--- config.mk ---
export PLATFORM = sky130hd
export DESIGN_NAME = jtag_master_ctrl
export DESIGN_NICKNAME = d
export VERILOG_FILES = /design/src/rtl/jtag_master_ctrl.sv
export SDC_FILE = /design/constraint.sdc
export NUM_CORES = 1
export LEC_CHECK = 0
export CAP_MARGIN = 20
export CORE_MARGIN = 2
export CORE_UTILIZATION = 35
export CTS_BUF_LIST = sky130_fd_sc_hd__clkbuf_16
export DETAILED_ROUTE_END_ITERATION = 8
export GPL_TIMING_DRIVEN = 0
export SLEW_MARGIN = 15
export SYNTH_ARGS = -nofsm -noshare
export SYNTH_HDL_FRONTEND = slang
export SYNTH_SLANG_ARGS = --single-unit
--- constraint.sdc ---
create_clock -name clk -period 6.4 [get_ports clk]
set_input_delay 0.96 -clock clk [delete_from_list [all_inputs] [get_ports clk]]
set_output_delay 0.96 -clock clk [all_outputs]
set_load 0.01 [all_outputs]
--- src/rtl/jtag_master_ctrl.sv ---
// JTAG TAP master: runs queued TAP reset / IR / DR / idle commands
// at a divided TCK rate and returns the captured TDO bits.
module jtag_master_ctrl #(
  parameter int DATA_W = 64,
  parameter int LEN_W  = 6,
  parameter int DIV_W  = 8
) (
  input  logic              clk,
  input  logic              reset_n,
  input  logic [DIV_W-1:0]  tck_div,
  input  logic              cmd_valid,
  output logic              cmd_ready,
  input  logic [1:0]        cmd_type,
  input  logic [LEN_W-1:0]  cmd_len,
  input  logic [DATA_W-1:0] cmd_data,
  output logic              rsp_valid,
  output logic [DATA_W-1:0] rsp_data,
  output logic              busy,
  output logic              tck,
  output logic              tms,
  output logic              tdi,
  input  logic              tdo
);

  localparam int CW = LEN_W + 2;
  localparam int IW = $clog2(DATA_W);

  typedef enum logic [2:0] {
    IDLE, RST, PRE, SHIFT, POST, RTI, RESP
  } state_t;

  state_t            state, state_d;
  logic [CW-1:0]     cnt, cnt_d;
  logic [DIV_W-1:0]  div_cnt, div_q;
  logic [LEN_W-1:0]  len_q;
  logic              ir_q;
  logic [DATA_W-1:0] data_q, cap_q;
  logic              sync1, tdo_s;

  // Index of the final TCK step of each sequencing state
  function automatic logic [CW-1:0] last_of(
    input state_t           s,
    input logic [LEN_W-1:0] len,
    input logic             ir
  );
    logic [CW-1:0] l, r;
    l = CW'(len);
    r = '0;
    case (s)
      RST:     r = ((l < CW'(4)) ? CW'(4) : l) + CW'(1);
      PRE:     r = ir ? CW'(3) : CW'(2);
      SHIFT:   r = (l > CW'(DATA_W-1)) ? CW'(DATA_W-1) : l;
      POST:    r = CW'(1);
      RTI:     r = l;
      default: r = '0;
    endcase
    return r;
  endfunction

  function automatic logic tms_of(
    input state_t        s,
    input logic [CW-1:0] c,
    input logic [CW-1:0] lst,
    input logic          ir
  );
    logic t;
    case (s)
      RST:     t = (c != lst);
      PRE:     t = ir ? (c < CW'(2)) : (c == '0);
      SHIFT:   t = (c == lst);
      POST:    t = (c == '0);
      default: t = 1'b0;
    endcase
    return t;
  endfunction

  logic              accept, active, div_hit, rise, fall;
  logic [CW-1:0]     last, n_last;
  logic [LEN_W-1:0]  n_len;
  logic              n_ir, n_act;
  logic [DATA_W-1:0] n_data;

  assign accept  = cmd_valid && cmd_ready;
  assign active  = state inside {RST, PRE, SHIFT, POST, RTI};
  assign div_hit = active && (div_cnt == div_q - DIV_W'(1));
  assign rise    = div_hit && !tck;
  assign fall    = div_hit && tck;
  assign last    = last_of(state, len_q, ir_q);

  assign n_len  = accept ? cmd_len : len_q;
  assign n_ir   = accept ? (cmd_type == 2'd1) : ir_q;
  assign n_data = accept ? cmd_data : data_q;
  assign n_last = last_of(state_d, n_len, n_ir);
  assign n_act  = state_d inside {RST, PRE, SHIFT, POST, RTI};

  always_ff @(posedge clk or negedge reset_n) begin
    if (!reset_n) begin
      state <= IDLE;
      cnt   <= '0;
    end else begin
      state <= state_d;
      cnt   <= cnt_d;
    end
  end

  always_comb begin
    state_d = state;
    cnt_d   = cnt;
    case (state)
      IDLE: begin
        if (accept) begin
          cnt_d = '0;
          unique case (cmd_type)
            2'd0:    state_d = RST;
            2'd3:    state_d = RTI;
            default: state_d = PRE;
          endcase
        end
      end
      RESP: state_d = IDLE;
      default: begin
        if (fall) begin
          if (cnt == last) begin
            cnt_d = '0;
            case (state)
              PRE:     state_d = SHIFT;
              SHIFT:   state_d = POST;
              POST:    state_d = RESP;
              default: state_d = IDLE;
            endcase
          end else begin
            cnt_d = cnt + CW'(1);
          end
        end
      end
    endcase
  end

  // tdo reaches tdo_s two clk after it changes, so shifts need tck_div >= 3
  always_ff @(posedge clk or negedge reset_n) begin
    if (!reset_n) begin
      tck       <= 1'b0;
      tms       <= 1'b1;
      tdi       <= 1'b0;
      cmd_ready <= 1'b0;
      busy      <= 1'b0;
      rsp_valid <= 1'b0;
      rsp_data  <= '0;
      div_cnt   <= '0;
      div_q     <= DIV_W'(1);
      len_q     <= '0;
      ir_q      <= 1'b0;
      data_q    <= '0;
      cap_q     <= '0;
      sync1     <= 1'b0;
      tdo_s     <= 1'b0;
    end else begin
      sync1     <= tdo;
      tdo_s     <= sync1;
      cmd_ready <= (state_d == IDLE);
      busy      <= (state_d != IDLE) && (state_d != RESP);
      rsp_valid <= (state_d == RESP);
      if (state_d == RESP)
        rsp_data <= cap_q;
      if (accept) begin
        div_q   <= (tck_div == '0) ? DIV_W'(1) : tck_div;
        len_q   <= cmd_len;
        ir_q    <= (cmd_type == 2'd1);
        data_q  <= cmd_data;
        cap_q   <= '0;
        div_cnt <= '0;
        tck     <= 1'b0;
      end else if (active) begin
        div_cnt <= div_hit ? '0 : div_cnt + DIV_W'(1);
        if (div_hit)
          tck <= ~tck;
        if (rise && state == SHIFT)
          cap_q[cnt[IW-1:0]] <= tdo_s;
      end else begin
        div_cnt <= '0;
        tck     <= 1'b0;
      end
      if ((accept || fall) && n_act) begin
        tms <= tms_of(state_d, cnt_d, n_last, n_ir);
        tdi <= (state_d == SHIFT) ? n_data[cnt_d[IW-1:0]] : 1'b0;
      end
    end
  end

endmodule

==> results.yml <==
floorplan:
  coreArea_um2: 32700
  start_util_pct: 35.8
  die-area_um2: 34900
  io-pin-count: 154
  row_count: 66
  die_y_um: 187
  die_w_um: 187
global_routing:
  grt_pass1_vias: 10400
  grt-busiest-layer: "met2"
  grt_pass1_wl_mm: 56.3
  met2_usage_pct: 31.5
  grt_util_met1_pct: 28.0
  overflow: 0
  grtUsageMet3_pct: 3.35
  antenna_found_initial: 1
  grt_start_max_net_pins: 94
  grt_use_total_pct: 19.9
logic_synthesis:
  syn_area_per_cell_um2: 8.52
  synth_top_area_share_pct: 49.6
  ys_ff_latch: 234
  yosys-top-cells-count: "nand2_1 (457), dfrtp_1 (232), nand3_1 (90)"
  synthArstFlopShare_pct: 100
  yosys_warnings: 0
  ys_seq_area_share_pct: 50.1
  synth_area_leaders: "dfrtp_1 (50%), nand2_1 (15%), mux2i_1 (4.0%), nand3_1 (3.9%), o21ai_0 (3.5%)"
  synth_top_cell_by_area: "dfrtp_1"
  syn_inst: 1372
  synth-edff-count: 0
  synth_fp_nets: 1463
  synth_most_common_cell: "nand2_1"
  yosysUniqueCellTypes: 83
  synth_area_um2: 11700
  synth_ff_type: "dfrtp_1"
critical_path:
  crit_type: "flop to flop"
  r2r_slack_ns: 0.87
  crit_path_top_delay_cell: "clkbuf_1"
  critPathLaunch: "len_q[4]"
  r2r-end: "rsp_data[49]"
  endpoint_kind: "flop"
  cp.required_ns: 6.88
  timing.rr.start: "len_q[4]"
  crit_fanout: 10
  critPathLaunchType: "flop"
  crit_chain: "clkbuf_1 -> or3_1 -> o21a_1 -> ha_1 -> mux2_2 -> a32o_1 -> xnor2_1 -> nand4_1 -> or3_1 -> buf_2 -> nor3_4 -> mux2_4 -> inv_2 -> and2_4 -> nand2_1 -> inv_1 -> clkbuf_1 -> clkbuf_1 -> nand2_1 -> nand2_1"
  cpPeakStageDelay_ns: 0.52
  worstRegToRegCells: 20
  cp.arrival_ns: 6.01
  critPathCapture: "rsp_data[49]"
pwr:
  ir_drop_uv: 214
  finalPower_w: 0.00587
  p_leak_nw: 6.74
  power_per_cell_area_nw_per_um2: 401
cts:
  htreeDepth: 1
  cts_buffer_depth: 3
  cts_hold_buffers: 0
  cts_tree: "yes"
  cts_buffers: 26
  root_buffer: "clkbuf_16"
  ctsResizeCount: 0
  clock_latency_ns: 0.55
  cts_sinks: 234
  post_cts_buffers: 0
  clk_pin_slew_ns: 0.06
run_status:
  status: "finished clean"
layout:
  fin_util_pct: 44.8
  syn2layout_area_growth_pct: 25.3
  antennaDiodeCount: 0
  nNetsFinal: 1647
  finalInstanceArea_um2: 14700
  fillers: 3270
  drive_above_1_share_pct: 5.34
  stdcell_count: 2016
sta:
  rsz0062_at_grt: "no"
  fmaxAchievable_mhz: 181
  finClkSkew_ns: 0.0155
  maxSlewViolCount: 0
  fin_crit_sh_pct: 86.4
  setup_violations: 0
  hold_violations: 0
  layout_min_cycle_time_ns: 5.53
  relSlewSlack_pct: 32.1
  tightestPinTransition_ns: 1.01
hold_path:
  hp-class: "flop to flop"
  min_from: "sync1"
drt:
  vias: 10600
  wire_per_inst_um: 17.3
  avgViaCountPerCell: 5.24
  route.detailed.drc: 0
  firstDrtPassIters: 6
  drt_iter0_markers: 955
  ant_nets: 0
  wl_mm: 35.0
place:
  place_area_um2: 13900
  dp_hpwl_mm: 25.2
  dp_cells: 1970
  gp_congestion: 0.874
  io_buffers: 153
job:
  cap_violations: 0
-- critical path, delay by kind of cell, from the launching register on --
| kind | cells | cell delay (ns) |
|---|---|---|
| DFF | 1 | 0.35 |
| AOI/OAI and AO/OA | 2 | 0.50 |
| xor gates and xnor gates | 1 | 0.13 |
| buffers and inverters | 6 | 1.70 |
| adders and majority gates | 1 | 0.28 |
| and+or+nand+nor | 8 | 1.83 |
| muxes | 2 | 0.65 |
-- cell usage in the layout, fill, tap and decap left out, types with 26 or more instances in the layout --
cell / netlist / layout
mux2i_1: 47 / 47
clkbuf_16: 0 / 26
inv_1: 21 / 29
a21oi_1: 77 / 77
nand2_1: 457 / 457
nor3_1: 30 / 30
o21ai_0: 82 / 82
dfrtp_1: 232 / 232
nor2_1: 45 / 45
nand3_1: 90 / 90
clkbuf_1: 55 / 55
clkdlybuf4s50_1: 0 / 152
-- cell families (layout without fill, tap and decap cells) --
| family | count (synthesis) | in the layout | synth area share (%) |
|---|---|---|---|
| DFF | 234 | 234 | 50.1 |
| AOI/OAI and AO/OA | 242 | 242 | 13.0 |
| muxes | 51 | 51 | 4.44 |
| buffers and inverters | 114 | 316 | 4.05 |
| and+or+nand+nor | 704 | 704 | 26.2 |
| xor gates and xnor gates | 20 | 20 | 1.50 |
| adders and majority gates | 7 | 7 | 0.749 |
-- state kept, by name, summed over array words and instances (netlist names) --
register,count
div_cnt,8
div_q,8
cmd_ready,1
cap_q,64
rsp_valid,1
len_q,6
tdo_s,1
sync1,1
tms,1
tck,1
rsp_data,64
busy,1
cnt,8
tdi,1
data_q,64
ir_q,1
state,3
-- worst min path at each step --
stage | end | cells past startpoint
3_3_place_gp | tdo_s | 0
3_5_place_dp | tdo_s | 0
6_report | tdo_s | 0
5_1_grt | tdo_s | 0
2_1_floorplan | tdo_s | 0
4_1_cts | tdo_s | 0
-- per-layer routing --
layer,routed length (um),share of wire (%),vias to the layer above
met2,15800,45,401
met3,2330,6.7,63
met5,16,0.046,-
met4,709,2.0,2
met1,16100,46,5047
li1,-,-,5059
-- power by group --
group	switching, W	total [W]	internal (W)
sequential	0.000216	0.00209	0.00187
combinational	0.00140	0.00236	0.000964
clock	0.000610	0.00143	0.000815
total	0.00222	0.00587	0.00365
-- metrics by stage --
stage	hold slack (ns)	worst slack [ns]	TNS, ns
floorplan	0.331	1.76	0
global placement	0.337	-5.91	-1370.28
detailed placement	0.338	0.957	0
CTS	0.353	0.935	0
global route	0.366	0.570	0
finish	0.353	0.869	0
-- area by class of cell --
cell class	instances	area (um2)	share of cell area, %
Sequential cell	234	5860	40.0
Multi-Input combinational cell	1024	5370	36.7
Timing Repair Buffer	156	1600	10.9
Clock buffer	26	651	4.44
Tap cell	442	553	3.77
Buffer	88	377	2.57
Clock inverter	20	150	1.02
Inverter	26	97.6	0.666
No activity file was read; power rests on OpenSTA's default activity.
